<file path="config.mk">
export PLATFORM = sky130hd
export DESIGN_NAME = mul_sequencer
export DESIGN_NICKNAME = d
export VERILOG_FILES = /design/src/rtl/mul_sequencer.sv
export SDC_FILE = /design/constraint.sdc
export NUM_CORES = 1
export LEC_CHECK = 0
export BUFFER_PORTS_ARGS = -buffer_cell sky130_fd_sc_hd__buf_2
export CAP_MARGIN = 20
export CORE_MARGIN = 5
export CORE_UTILIZATION = 61
export DETAILED_ROUTE_END_ITERATION = 12
export PLACE_DENSITY = 0.85
export SYNTH_ARGS = -nofsm -noshare
export SYNTH_HDL_FRONTEND = slang
export SYNTH_SLANG_ARGS = --single-unit
</file>
<file path="constraint.sdc">
create_clock -name clk -period 14.6 [get_ports clk]
set_input_delay 2.92 -clock clk [delete_from_list [all_inputs] [get_ports clk]]
set_output_delay 2.92 -clock clk [all_outputs]
set_load 0.005 [all_outputs]
</file>
<file path="src/rtl/mul_sequencer.sv">
// ============================================================================
// Module   : mul_sequencer
// Brief    : Multi-cycle radix-2 shift-add multiply controller with early exit
//            for MULI/MULR/MULSI/MULSR. Stalls the pipeline, reads operands
//            from the register file, writes back the truncated product and
//            optionally updates NZCV.
// Revision : 1.0 - initial release
// ============================================================================
`default_nettype none

module mul_sequencer #(
   parameter int DATA_W = 32,
   parameter int CNT_W  = 6
) (
   input  logic              clk,
   input  logic              rst,
   input  logic              i_mul_trigger,
   input  logic [1:0]        i_mul_type,
   input  logic [3:0]        i_dest_reg,
   input  logic [3:0]        i_src1_reg,
   input  logic [3:0]        i_src2_reg,
   input  logic [15:0]       i_imm,
   input  logic              i_flush,
   output logic [3:0]        o_rf_raddr1,
   output logic [3:0]        o_rf_raddr2,
   input  logic [DATA_W-1:0] i_rf_rdata1,
   input  logic [DATA_W-1:0] i_rf_rdata2,
   output logic              o_rf_we,
   output logic [3:0]        o_rf_waddr,
   output logic [DATA_W-1:0] o_rf_wdata,
   output logic              o_flag_we,
   output logic [3:0]        o_flags_out,
   output logic              o_stall,
   output logic              o_done
);

   typedef enum logic [1:0] {
      S_IDLE = 2'd0,
      S_READ = 2'd1,
      S_RUN  = 2'd2,
      S_WB   = 2'd3
   } state_t;

   state_t              r_state;

   // Instruction fields captured at trigger time
   logic [3:0]          r_dest;
   logic [3:0]          r_src1;
   logic [3:0]          r_src2;
   logic [1:0]          r_type;
   logic [15:0]         r_imm;

   // Datapath
   logic [DATA_W-1:0]   r_mcand;
   logic [DATA_W-1:0]   r_mplier;
   logic [DATA_W-1:0]   r_acc;
   logic [CNT_W-1:0]    r_cnt;

   // Write-back outputs, loaded on entry to WB and cleared everywhere else
   logic                r_we;
   logic                r_flag_we;
   logic [3:0]          r_waddr;
   logic [DATA_W-1:0]   r_wdata;
   logic [3:0]          r_flags;

   logic [DATA_W-1:0]   w_mplier_sel;
   logic [DATA_W-1:0]   w_acc_next;
   logic [DATA_W-1:0]   w_mplier_next;
   logic                w_run_last;

   // Operand selection and next-iteration values for the shift-add loop
   always_comb begin
      w_mplier_sel  = r_type[0] ? i_rf_rdata2 : {{(DATA_W-16){1'b0}}, r_imm};
      w_acc_next    = r_acc + (r_mplier[0] ? r_mcand : '0);
      w_mplier_next = r_mplier >> 1;
      w_run_last    = (w_mplier_next == '0) || (r_cnt == CNT_W'(DATA_W-1));
   end

   // Control FSM plus datapath; a flush outside IDLE abandons the operation
   always_ff @(posedge clk or posedge rst) begin
      if (rst) begin
         r_state   <= S_IDLE;
         r_dest    <= '0;
         r_src1    <= '0;
         r_src2    <= '0;
         r_type    <= '0;
         r_imm     <= '0;
         r_mcand   <= '0;
         r_mplier  <= '0;
         r_acc     <= '0;
         r_cnt     <= '0;
         r_we      <= 1'b0;
         r_flag_we <= 1'b0;
         r_waddr   <= '0;
         r_wdata   <= '0;
         r_flags   <= '0;
      end else begin
         r_we      <= 1'b0;
         r_flag_we <= 1'b0;
         r_waddr   <= '0;
         r_wdata   <= '0;
         r_flags   <= '0;
         if ((r_state != S_IDLE) && i_flush) begin
            r_state <= S_IDLE;
         end else begin
            case (r_state)
               S_IDLE: begin
                  if (i_mul_trigger && !i_flush) begin
                     r_dest  <= i_dest_reg;
                     r_src1  <= i_src1_reg;
                     r_src2  <= i_src2_reg;
                     r_type  <= i_mul_type;
                     r_imm   <= i_imm;
                     r_state <= S_READ;
                  end
               end
               S_READ: begin
                  r_mcand  <= i_rf_rdata1;
                  r_mplier <= w_mplier_sel;
                  r_acc    <= '0;
                  r_cnt    <= '0;
                  if (w_mplier_sel == '0) begin
                     // Zero multiplier: product is zero, skip RUN entirely
                     r_state   <= S_WB;
                     r_we      <= 1'b1;
                     r_waddr   <= r_dest;
                     r_flag_we <= r_type[1];
                     r_flags   <= r_type[1] ? 4'b0100 : 4'b0000;
                  end else begin
                     r_state <= S_RUN;
                  end
               end
               S_RUN: begin
                  r_acc    <= w_acc_next;
                  r_mcand  <= r_mcand << 1;
                  r_mplier <= w_mplier_next;
                  r_cnt    <= r_cnt + 1'b1;
                  if (w_run_last) begin
                     r_state   <= S_WB;
                     r_we      <= 1'b1;
                     r_waddr   <= r_dest;
                     r_wdata   <= w_acc_next;
                     r_flag_we <= r_type[1];
                     r_flags   <= r_type[1] ?
                                  {w_acc_next[DATA_W-1], (w_acc_next == '0), 2'b00} :
                                  4'b0000;
                  end
               end
               S_WB: begin
                  r_state <= S_IDLE;
               end
               default: begin
                  r_state <= S_IDLE;
               end
            endcase
         end
      end
   end

   // Output decode; write strobes are masked so a flush in WB writes nothing
   always_comb begin
      o_stall     = (r_state == S_IDLE) ? (i_mul_trigger && !rst) : 1'b1;
      o_rf_raddr1 = (r_state == S_READ) ? r_src1 : 4'd0;
      o_rf_raddr2 = (r_state == S_READ) ? r_src2 : 4'd0;
      o_rf_we     = r_we && !i_flush;
      o_done      = r_we && !i_flush;
      o_flag_we   = r_flag_we && !i_flush;
      o_rf_waddr  = r_waddr;
      o_rf_wdata  = r_wdata;
      o_flags_out = r_flags;
   end

endmodule

`default_nettype wire

</file>
Yosys cells after proc, flatten, opt, wreduce, memory -nomap -nowiden
Cells that the tools add are included.

word-level totals
  word-level logic and storage cells = 76
  bits of input ports = 98
  bits in registers = 176

cells by class
  muxes and demuxes = 35
  eq/ne operators = 6
  add/subtract/negate cells = 2
  bitwise logic cells = 1
  reductions and logical operators = 17

operators by type and width
  operator                                             number
  case mux 32 bit (2 select lines)                     3
  2-to-1 mux 32 bit                                    5
  zero test 32 bit                                     3
  adder 32 bit                                         1
  2-to-1 mux 4 bit                                     8
  case mux 4 bit (2 select lines)                      2
  case mux 6 bit (2 select lines)                      1
  2-to-1 mux 1 bit                                     8
  case mux 2 bit (4 select lines)                      1
  adder 6 x 1 -> 6 bit, second input constant          1
  equality test 6 x 5 -> 1 bit, second input constant  1
  2-to-1 mux 2 bit                                     3
  2-to-1 mux 3 bit                                     2
  inequality test 3 bit, second input constant         2
  logical AND 1 bit                                    5
  equality test 2 bit, second input constant           2
  case mux 1 bit (2 select lines)                      2
  AND reduction 2 bit                                  2
  nonzero test 2 bit                                   2
  AND reduction 3 bit                                  1
  equality test 2 x 1 -> 1 bit, second input constant  1
  zero test 1 bit                                      2
  zero test 2 bit                                      1
  logical OR 1 bit                                     1
  NOT 1 bit                                            1

Logic depth before layout (Yosys ltp)
Gate-level depths: netlist of the first run.

  depth in word-level cells = 7
  gate-level depth with buffers = 14
  mapped depth without buffers = 13

Least setup slack after synthesis of the first run
OpenSTA, ideal clock, no wires.

  path kind = input port to output port
  from = input port i_flush
  to = output port o_rf_we
  path buffers = 1
  arrival = 3.205 ns
  setup slack = 8.475 ns
  data required time = 11.680 ns
  stages on the path = 2
  cells stage by stage = nor2b_1 > buf_4

between the ends
  longest elaborated chain between the ends = 2

RTL lines
  what               line  text
  from (decl)        23    input logic i_flush,
  zero test 1 bit    165   o_rf_we = r_we && !i_flush;
  logical AND 1 bit  165
  to (decl)          28    output logic o_rf_we,

No other way between the ends.

Worst setup path in the final report of the first run
  from = input port rst
  to = output port o_stall

between the ends
  longest elaborated chain between the ends = 3

RTL lines
  what               line  text
  from (decl)        16    input logic rst,
  zero test 1 bit    162   o_stall = (r_state == S_IDLE) ? (i_mul_trigger && !rst) : 1'b1;
  logical AND 1 bit  162
  2-to-1 mux 1 bit   162
  to (decl)          33    output logic o_stall,

No other way between the ends.

==> results of run 1 <==
path summary, 6_finish.rpt:
kind / end / cells after the start
worst max-delay path: o_stall / 3
worst min-delay path: r_cnt[5]$_DFFE_PP0P_ / 1
worst max register to register: o_flags_out[2]$_DFF_PP0_ / 13
worst min register to register: r_cnt[5]$_DFFE_PP0P_ / 1
max in group asynchronous: r_mplier[5]$_DFFE_PP0P_ / 4
min in group asynchronous: r_flag_we$_DFF_PP0_ / 2
registers in the layout, indices dropped and copies added, names as in the netlist:
register	cells
r_cnt	6
r_we	1
r_acc	32
o_flags_out	2
r_src1	4
r_state	2
r_src2	4
o_rf_waddr	4
r_imm	16
r_mcand	32
r_flag_we	1
r_dest	4
o_rf_wdata	32
r_type	2
r_mplier	32
critical path, cell delays in order:
cell	delay (ps)
buf_2	130
o21ai_0	150
buf_2	130
Yosys cell counts (all sizes together) (4+ instances only):
master / n
buf: 10
ha: 36
nor2b: 10
a21oi: 47
nand4: 15
o21bai: 7
and2: 55
mux2i: 48
nor4: 12
nand2: 114
dfrtp: 174
o31ai: 7
a31oi: 4
inv: 11
a221oi: 15
xor2: 12
nor2: 89
o21ai: 94
and3: 5
a21o: 12
clkbuf: 43
mux2: 30
xnor2: 17
nor3: 7
a22o: 8
nand3: 15
area by class of cell:
| type | instances | area [sq um] | area share |
|---|---|---|---|
| multi-input cells | 695 | 4540 | 0.427 |
| flip-flops and latches | 174 | 4350 | 0.410 |
| repair buffers | 155 | 820 | 0.0771 |
| clock buffers | 17 | 425 | 0.0400 |
| well taps | 184 | 230 | 0.0217 |
| clock inverters | 15 | 210 | 0.0198 |
| inverters | 11 | 46.3 | 0.00436 |
routing by layer:
metal  vias to the layer above  share of wire
met4                         0          0.027
met2                       267           0.49
met3                        54          0.063
li1                       3519              -
met5                         -              0
met1                      3560           0.42
per-stage QoR:
stage | hold slack (ps) | worst slack, ps | power, mW
floorplan | 443 | 6960 | 1.37
global placement | 455 | 8350 | 1.54
detailed placement | 463 | 8340 | 1.58
CTS | 485 | 8340 | 2.09
global route | 507 | 8310 | 2.24
finish | 487 | 8340 | 2.09
cell families (layout without fill, tap and decap cells):
logic type	Yosys count	after routing	synth area share
DFF	174	174	0.477
other	1	2	0.000411
xor gates and xnor gates	29	29	0.0278
adders and majority gates	37	37	0.0516
AOI/OAI and AO/OA	211	211	0.149
and+or+nand+nor	338	338	0.177
muxes	78	78	0.0897
buffers and inverters	64	198	0.0278
power groups by stage:
stage               clock (mW)  sequential [mW]  combinational (mW)
finish                   0.493            0.775               0.826
global route             0.519            0.793               0.929
CTS                      0.497            0.772               0.818
detailed placement           0            0.776               0.802
global placement             0            0.768               0.773
floorplan                    0            0.719               0.654
==> summary.md, run 1 <==
| Metric | Value |
|---|---|
| Status | finished clean |
| Flop pwr share | 0.370 |
| Worst Setup SP | rst |
| Core area | 14,600 sq um |
| Unique masters post-synth | 65 |
| I/O pins | 150 |
| Most frequent cells in the layout | dfrtp_1 (174), buf_2 (147), nand2_1 (112), o21ai_0 (92), nor2_1 (89) |
| Worst slew pin tran | 1060 ps |
| Initial antenna violation count | 0 |
| Commonest non-fill, non-tap cell in the layout | dfrtp_1 |
| Port Buffers | 147 |
| Pleak | 5.19 nW |
| Layout cell share with drive strength beyond 1 | 0.223 |
| CTS Buf Count | 17 |
| Grt met3 use | 0.0561 |
| DIE WIDTH | 132 um |
| Dpl cells | 1,216 |
| Synthesized area | 9130 sq um |
| Post-synth EDFFs | 0 |
| Most area-hungry cell type in the Yosys netlist | dfrtp_1 |
| # diodes | 0 |
| Row cnt | 44 |
| NetSw | 841 uW |
| Int Pwr | 1.25 mW |
| DR DRC count | 0 |
| Period utilization | 0.428 |
| Filler Cells Inserted | 1,028 |
| Worst skew pair latency | 440 ps |
| Min Tclk post-route | 6260 ps |
| R2r startpoint | r_mplier[0]$_DFFE_PP0P_ |
| Met2 usage | 0.421 |
| Min-delay src | r_cnt[5]$_DFFE_PP0P_ |
| Num Clock Sinks | 174 |
| Synth Register Bits | 174 |
| HPWL Detailed | 15,100 um |
| Layout area overhead | 16.5% |
| IR Drop Worst-Case VDD | 0.000121 V |
| Setup repair bufs after CTS | 0 |
| CP Capture Type | output port |
| Register area share after synthesis | 0.477 |
| Synth Flop Type | dfrtp_1 |
| Max-cap violations | 0 |
| Initial DRC Count | 605 |
| Hold Vio Cnt, Final | 0 |
| Instance area at placement | 9940 sq um |
| Total routed wirelength | 21,900 um |
| Global-route usage over all layers | 0.256 |
| Worst setup path class | input pin to output port |
| Slew Limit Fails | 0 |
| Synth Warn # | 0 |
| RSZ-0062 raised after global routing | no |
| Setup crit start kind | input pin |
| TNS Setup | 0 ps |
| Nets | 1,189 |
| Switching Share | 0.402 |
| Max Root-Sink Buffers | 2 |
| Busiest grt layer | met2 |
| Initial core utilization | 0.625 |
| First-pass GRT wire length | 37,000 um |
| Cts hold-fix bufs | 0 |
| CTS Root Cell | clkbuf_16 |
| GR Util met1 | 0.331 |
| Avg Inst Size Synth | 9.79 sq um |
| Fmax | 160 MHz |
| PD cells | 197 nW/um^2 |
| Pre-Repair DR Iteration Count | 6 |
| Post_cts resized | 0 |
| GRT overflow | 0 |
| Final core utilization | 0.728 |
| Crit path DAT | 3340 ps |
| Clock transition at the registers of the reported paths | 60 ps |
| Clk_skew | 10.4 ps |
| Routability cong. | 0.946 |
| Non-Filler Instances | 1,251 |
| Vias after detailed routing | 7,400 |
| Gate Count Post-Synth | 932 |
| Synth top area cells | dfrtp_1 (48%), mux2i_1 (5.3%), o21ai_0 (5.0%) |
| Ys async rst share | 1.00 |
| WP data required | 11,680 ps |
| Final setup vio count | 0 |
| Comb power frac | 0.394 |
| Die area | 17,500 sq um |
| Hold Path Class | register to register |
| R2R Setup Slk | 10,440 ps |
| Post-DRT Antenna Nets | 0 |
| Die H | 132 um |
| Post-DR vias/cell | 5.92 |
| Number of global-route vias before repair | 7,642 |
| CTS HTree Levels | 4 |
| Rel. slew slack | 0.296 |
| CTS tree | done |
| Synth top area share | 0.477 |
| Crit-path max FO | 2 |
| WL/cell | 17.5 um |
| Pin count of the biggest net entering global routing | 121 |
| Clk pwr share | 0.236 |
| Final instance area | 10,600 sq um |
Note: power is estimated with default switching activity, not from simulation.
==> inputs of run 2 (changes only) <==
--- a/config.mk
+++ b/config.mk
@@ -8,9 +8,9 @@
 export BUFFER_PORTS_ARGS = -buffer_cell sky130_fd_sc_hd__buf_2
 export CAP_MARGIN = 20
 export CORE_MARGIN = 5
-export CORE_UTILIZATION = 61
+export CORE_UTILIZATION = 57
 export DETAILED_ROUTE_END_ITERATION = 12
-export PLACE_DENSITY = 0.85
+export PLACE_DENSITY = 0.81
 export SYNTH_ARGS = -nofsm -noshare
 export SYNTH_HDL_FRONTEND = slang
 export SYNTH_SLANG_ARGS = --single-unit
==> constraint.sdc (replaced) <==
create_clock -name clk -period 6.1 [get_ports clk]
set_input_delay 1.22 -clock clk [delete_from_list [all_inputs] [get_ports clk]]
set_output_delay 1.22 -clock clk [all_outputs]
set_load 0.005 [all_outputs]
==> summary.md, run 2 (synthesis results as in run 1) <==
| Metric | Value |
|---|---|
| Status | finished clean |
| IR Drop Worst-Case VDD | 0.000253 V (+110%) |
| GR Util met1 | 0.322 (-0.00933) |
| DR DRC count | 0 (unchanged) |
| Max-cap violations | 0 (unchanged) |
| Total routed wirelength | 20,800 um (-5.0%) |
| Worst setup path class | register to register |
| Pin count of the biggest net entering global routing | 117 (-3.3%) |
| Worst slew pin tran | 1080 ps (+20.1 ps) |
| Int Pwr | 2.98 mW (+140%) |
| CTS Buf Count | 17 (unchanged) |
| Clk_skew | 11.0 ps (+0.535 ps) |
| Instance area at placement | 9990 sq um (+0.48%) |
| Pleak | 5.17 nW (-0.38%) |
| Most frequent cells in the layout | dfrtp_1 (174), buf_2 (147), nand2_1 (112), o21ai_0 (92), nor2_1 (89) |
| Worst Setup SP | r_mplier[0]$_DFFE_PP0P_ |
| WL/cell | 16.2 um (-7.3%) |
| Layout area overhead | 16.5% (about the same) |
| Setup crit start kind | register |
| Grt met3 use | 0.0456 (-0.0105) |
| Die H | 137 um (+3.2%) |
| Rel. slew slack | 0.281 (-0.0149) |
| Nets | 1,188 (-0.084%) |
| Fmax | 252 MHz |
| Crit path DAT | 4330 ps (+990 ps) |
| Setup repair bufs after CTS | 0 (unchanged) |
| Min Tclk post-route | 3960 ps |
| Post-DR vias/cell | 5.63 (-4.9%) |
| Final setup vio count | 0 (unchanged) |
| Hold Path Class | register to register |
| RSZ-0062 raised after global routing | no |
| # diodes | 0 (unchanged) |
| Pre-Repair DR Iteration Count | 5 (-1) |
| Crit-path max FO | 33 (+31) |
| Global-route usage over all layers | 0.236 (-0.0198) |
| Clk pwr share | 0.232 (-0.004) |
| Post_cts resized | 0 (unchanged) |
| Initial antenna violation count | 1 (+1) |
| WP data required | 6470 ps (-5210 ps) |
| Port Buffers | 147 (unchanged) |
| CTS Root Cell | clkbuf_16 |
| Num Clock Sinks | 174 (unchanged) |
| Worst skew pair latency | 430 ps (about the same) |
| PD cells | 463 nW/um^2 (+130%) |
| NetSw | 1.94 mW (+130%) |
| HPWL Detailed | 14,800 um (-2.1%) |
| Switching Share | 0.394 (-0.00758) |
| Layout cell share with drive strength beyond 1 | 0.222 (-0.000729) |
| Vias after detailed routing | 7,212 (-2.5%) |
| Period utilization | 0.649 |
| Die area | 18,600 sq um (+6.5%) |
| Slew Limit Fails | 0 (unchanged) |
| Routability cong. | 0.920 (-2.7%) |
| Clock transition at the registers of the reported paths | 70 ps (about the same) |
| TNS Setup | 0 ps (unchanged) |
| R2r startpoint | r_mplier[0]$_DFFE_PP0P_ |
| Min-delay src | r_dest[3]$_DFFE_PP0P_ |
| Flop pwr share | 0.374 (+0.004) |
| I/O pins | 150 (unchanged) |
| Met2 usage | 0.392 (-0.0287) |
| GRT overflow | 0 (unchanged) |
| CP Capture Type | register |
| Initial core utilization | 0.579 (-0.0468) |
| First-pass GRT wire length | 35,400 um (-4.5%) |
| Hold Vio Cnt, Final | 0 (unchanged) |
| Busiest grt layer | met2 |
| DIE WIDTH | 137 um (+3.2%) |
| Commonest non-fill, non-tap cell in the layout | dfrtp_1 |
| CTS tree | done |
| Core area | 15,800 sq um (+8.1%) |
| CTS HTree Levels | 4 (unchanged) |
| Comb power frac | 0.394 (about the same) |
| Max Root-Sink Buffers | 2 (unchanged) |
| Initial DRC Count | 466 (-23%) |
| Row cnt | 46 (+4.5%) |
| Post-DRT Antenna Nets | 0 (unchanged) |
| Cts hold-fix bufs | 0 (unchanged) |
| Number of global-route vias before repair | 7,314 (-4.3%) |
| Final instance area | 10,600 sq um (about the same) |
==> run 2: cell types whose count changed in the layout (fill, tap and decap cells not counted), sizes merged <==
cell      change
buf           -1
bufinv        -1
clkbuf        +3
clkinv        -1
clkinvlp      +1
inv           -2
==> run 2: final cells by class <==
cell class	count	area, sq um
fillers	1249	5140
multi-input cells	695	4540
flip-flops and latches	174	4350
repair buffers	154	792
clock buffers	20	467
well taps	216	270
clock inverters	12	159
inverters	11	46.3
==> run 2: through the flow <==
stage	worst slack, ps	hold slack, ps	std cells	utilization	power, mW
global route	1840	502	1282	0.674	5.31
floorplan	163	443	933	-	3.29
finish	2140	478	1282	0.674	4.92
detailed placement	1840	463	1249	0.634	3.77
global placement	1980	461	1249	0.634	3.69
CTS	2120	477	1281	0.673	4.93
==> run 2: final timing paths <==
kind	end	slack, ps	cells after the start
min in group asynchronous	r_acc[27]$_DFFE_PP0P_	890	2
max in group asynchronous	r_mcand[6]$_DFFE_PP0P_	4060	3
hold / removal	o_rf_waddr[3]$_DFF_PP0_	480	1
setup reg to reg	o_flags_out[2]$_DFF_PP0_	2140	13
hold reg to reg	o_rf_waddr[3]$_DFF_PP0_	480	1
setup / recovery	o_flags_out[2]$_DFF_PP0_	2140	13
==> run 2: power groups by stage <==
stage,clock network [mW],registers [mW],logic (mW)
2_1_floorplan,0,1.72,1.57
3_3_place_gp,0,1.84,1.85
3_5_place_dp,0,1.85,1.91
4_1_cts,1.15,1.84,1.93
5_1_grt,1.21,1.89,2.20
6_report,1.14,1.84,1.94
==> run 2: worst max-delay path, cell delays in order (launching register included) <==
cell and delay, ps:
dfrtp_1 690, and2_1 300, ha_1 200, fa_1 430
a211oi_2 320, o31ai_4 130, o31a_4 320, a21oi_1 170
xor2_1 270, nand4_1 180, nor4bb_1 290, and4b_1 240
and4_4 210, a41o_1 160
==> run 2: per-layer routing <==
metal	vias up	wire (um)	share of wire
met3	21	1210	0.058
met4	2	245	0.012
met1	3463	8990	0.43
li1	3516	-	-
met2	210	10300	0.50
met5	-	13	0.00063
==> inputs of run 3 (changes only) <==
--- a/config.mk
+++ b/config.mk
@@ -5,12 +5,13 @@
 export SDC_FILE = /design/constraint.sdc
 export NUM_CORES = 1
 export LEC_CHECK = 0
+export ABC_AREA = 1
 export BUFFER_PORTS_ARGS = -buffer_cell sky130_fd_sc_hd__buf_2
 export CAP_MARGIN = 20
 export CORE_MARGIN = 5
-export CORE_UTILIZATION = 57
+export CORE_UTILIZATION = 52
 export DETAILED_ROUTE_END_ITERATION = 12
-export PLACE_DENSITY = 0.81
+export PLACE_DENSITY = 0.77
 export SYNTH_ARGS = -nofsm -noshare
 export SYNTH_HDL_FRONTEND = slang
 export SYNTH_SLANG_ARGS = --single-unit
==> constraint.sdc (replaced) <==
create_clock -name clk -period 3.2 [get_ports clk]
set_input_delay 0.64 -clock clk [delete_from_list [all_inputs] [get_ports clk]]
set_output_delay 0.64 -clock clk [all_outputs]
set_load 0.005 [all_outputs]
==> summary.md, run 3 <==
| Metric | Value |
|---|---|
| Synth Register Bits | 174 (unchanged) |
| Die area | 22,100 sq um (+19%) |
| Initial core utilization | 0.531 (-0.0476) |
| Num Clock Sinks | 174 (unchanged) |
| HPWL Detailed | 20,300 um (+37%) |
| Switching Share | 0.460 (+0.0660) |
| # diodes | 0 (unchanged) |
| CP Capture Type | register |
| Port Buffers | 147 (unchanged) |
| CP most frequent cell | nand2_1 |
| Slowest-stage cell, CP | fa_1 |
| Core area | 18,800 sq um (+19%) |
| CTS tree | done |
| Setup crit start kind | register |
| Slew Limit Fails | 0 (unchanged) |
| Max-cap violations | 0 (unchanged) |
| Synth top area share | 0.435 (-0.0417) |
| Post-synth EDFFs | 0 (unchanged) |
| Nets | 1,599 (+35%) |
| Most common cell in the synthesized netlist | nand2_1 |
| PD cells | 950 nW/um^2 (+110%) |
| Vias after detailed routing | 9,138 (+27%) |
| Layout cell share with drive strength beyond 1 | 0.186 (-0.0368) |
| Clock transition at the registers of the reported paths | 80 ps (about the same) |
| Met3 routed WL | 1790 um (+48%) |
| Die H | 149 um (+8.9%) |
| WP buf/inv | 2 (+2) |
| Post_cts resized | 0 (unchanged) |
| Initial antenna violation count | 1 (unchanged) |
| Max Root-Sink Buffers | 2 (unchanged) |
| Flop pwr share | 0.320 (-0.054) |
| Synthesized area | 10000 sq um (+9.6%) |
| Initial DRC Count | 803 (+72%) |
| Unique masters post-synth | 44 (-32%) |
| DR DRC count | 0 (unchanged) |
| Routability cong. | 0.973 (+5.7%) |
| Register area share after synthesis | 0.435 (-0.0417) |
| Synth Flop Type | dfrtp_1 |
| I/O pins | 150 (unchanged) |
| Pleak | 6.41 nW (+24%) |
| Post-DR vias/cell | 5.26 (-6.5%) |
| NetSw | 5.10 mW (+160%) |
| Synth Warn # | 0 (unchanged) |
| Worst flop-to-flop path endpoint | o_flags_out[2]$_DFF_PP0_ |
| R2r startpoint | r_mplier[0]$_DFFE_PP0P_ |
| Dpl cells | 1,705 (+37%) |
| DIE WIDTH | 149 um (+8.9%) |
| Period utilization | 0.891 (+0.242) |
| Gate Count Post-Synth | 1,324 (+42%) |
| First-pass GRT wire length | 44,200 um (+25%) |
| Global-route usage over all layers | 0.247 (+0.0112) |
| Final setup vio count | 0 (unchanged) |
| Min Tclk post-route | 2850 ps (-1110 ps) |
| Fmax | 351 MHz (+39%) |
| RSZ-0062 raised after global routing | no |
| Avg Inst Size Synth | 7.55 sq um (-23%) |
| Rel. slew slack | 0.531 (+0.250) |
| R2R depth | 18 (+5) |
| Worst setup path class | register to register |
| IR Drop Worst-Case VDD | 0.000485 V (+92%) |
| Layout area overhead | 16.6% |
| Max layer used | met5 |
| DR WL met2 | 12,700 um (+23%) |
| Most area-hungry cell type in the Yosys netlist | dfrtp_1 |
| Setup repair bufs after CTS | 0 (unchanged) |
| Row cnt | 50 (+8.7%) |
| Crit path DAT | 3210 ps (-1120 ps) |
| Hold slack | 301 ps (-177 ps) |
| Commonest non-fill, non-tap cell in the layout | nand2_1 |
| Clk pwr share | 0.191 (-0.041) |
| Post-Place Setup Slack | 398 ps (-1440 ps) |
| R2R Setup Slk | 350 ps (-1790 ps) |
| Ys async rst share | 1.00 (unchanged) |
| Post-DRT Antenna Nets | 0 (unchanged) |
| Worst slew pin tran | 703 ps (-373 ps) |
| TNS Setup | 0 ps (unchanged) |
| Worst path max stage delay | 490 ps (-200 ps) |
| Synth top area cells | dfrtp_1 (44%), nand2_1 (13%), inv_1 (7.4%) |
| CTS HTree Levels | 4 (unchanged) |
| Number of global-route vias before repair | 8,973 (+23%) |
| Status | finished clean |
| CTS Buf Count | 17 (unchanged) |
| Comb power frac | 0.488 (+0.094) |
| Total routed wirelength | 26,600 um (+28%) |
| GRT overflow | 0 (unchanged) |
| WP data required | 3560 ps (-2910 ps) |
| Pre-Repair DR Iteration Count | 6 (+1) |
| Clk_skew | 11.7 ps (+0.741 ps) |
| Met1 WL | 11,700 um (+30%) |
| Hold Path Class | input pin to asynchronous set/reset pin |
| Cts hold-fix bufs | 0 (unchanged) |
| Crit-path max FO | 14 (-58%) |
| CTS Root Cell | clkbuf_16 |
| Int Pwr | 5.98 mW (+100%) |
| Hold Vio Cnt, Final | 0 (unchanged) |
| Synth top cells by count | nand2_1 (355), inv_1 (197), dfrtp_1 (174), nor2_1 (167), nand3_1 (69) |
| WL/cell | 15.3 um (-5.5%) |
| Worst skew pair latency | 440 ps (about the same) |
| Final setup margin | 347 ps (-1790 ps) |
| Worst path cell trace | buf_4, nand2_1, inv_1, ha_1, fa_1, nand2_1, nand2_1, nand3_1, nand2_1, nand2_1, nand2_2, nand4_2, nand3_1, nand2_1, nand2_1, nor2_1, nand3_1, a21oi_1 |
| Non-Filler Instances | 1,737 (+35%) |
| Crit-path leading delay family | simple AND/OR/NAND/NOR gates |
| Most frequent cells in the layout | nand2_1 (355), inv_1 (195), dfrtp_1 (174), nor2_1 (167), buf_2 (147) |
| Pin count of the biggest net entering global routing | 54 (-54%) |
| Filler Cells Inserted | 1,675 (+34%) |
==> run 3: cell count changes in the layout (fill, tap and decap cells not counted), sizes merged, moves of 12 or more <==
cell	before	now
inv	13	212
o21ai	94	54
a221oi	15	0
a21oi	47	35
nand3	15	74
nand2	114	368
and2	55	6
nor2	89	182
buf	154	167
xnor2	17	0
o22ai	1	31
a21o	12	0
mux2i	48	12
o221ai	0	17
==> run 3: final cells by class <==
| class | count | area [sq um] | area share |
|---|---|---|---|
| clock buffer | 17 | 425 | 0.0365 |
| clock inverter | 15 | 176 | 0.0151 |
| inverter | 206 | 777 | 0.0666 |
| timing repair buffer | 167 | 948 | 0.0813 |
| multi-input combinational | 898 | 4660 | 0.399 |
| tap | 260 | 325 | 0.0279 |
| sequential | 174 | 4350 | 0.373 |
==> run 3: per-layer routing <==
metal,vias up,track usage
met2,368,0.413
met4,2,0.0610
met5,-,0
met3,45,0.0417
met1,4230,0.338
li1,4493,-
==> run 3: how the worst max path moves through the flow <==
stage | from | endpoint | slack (ps) | depth (start not counted)
floorplan | rst | o_flags_out[2]$_DFF_PP0_ | 340 | 1
global placement | r_mplier[0]$_DFFE_PP0P_ | o_flags_out[2]$_DFF_PP0_ | 450 | 15
detailed placement | r_mplier[0]$_DFFE_PP0P_ | o_flags_out[2]$_DFF_PP0_ | 400 | 18
CTS | r_mplier[0]$_DFFE_PP0P_ | o_flags_out[2]$_DFF_PP0_ | 400 | 18
global route | r_mplier[0]$_DFFE_PP0P_ | o_flags_out[2]$_DFF_PP0_ | 80 | 20
finish | r_mplier[0]$_DFFE_PP0P_ | o_flags_out[2]$_DFF_PP0_ | 350 | 18
==> run 3: logic make-up after synthesis <==
kind of cell,synth area share
simple gates,0.278
buf+inv,0.0992
flops,0.435
compound gates,0.0973
fa+ha+maj,0.0470
mux,0.0402
xor+xnor,0.00263
other cells,0.000375
==> run 3: stage by stage <==
stage	power (mW)	instance area (sq um)	utilization
3_5_place_dp	8.92	11100	0.587
4_1_cts	11.1	11700	0.619
6_report	11.1	11700	0.619
5_1_grt	12.0	11700	0.619
3_3_place_gp	8.78	11100	0.587
2_1_floorplan	7.45	10000	-
==> run 3: power groups by stage <==
| stage | clock, mW | combinational [mW] | sequential [mW] |
|---|---|---|---|
| 6_report | 2.12 | 5.41 | 3.55 |
| 5_1_grt | 2.26 | 6.08 | 3.64 |
| 4_1_cts | 2.15 | 5.38 | 3.54 |
| 3_5_place_dp | 0 | 5.34 | 3.57 |
| 3_3_place_gp | 0 | 5.23 | 3.55 |
| 2_1_floorplan | 0 | 4.08 | 3.36 |
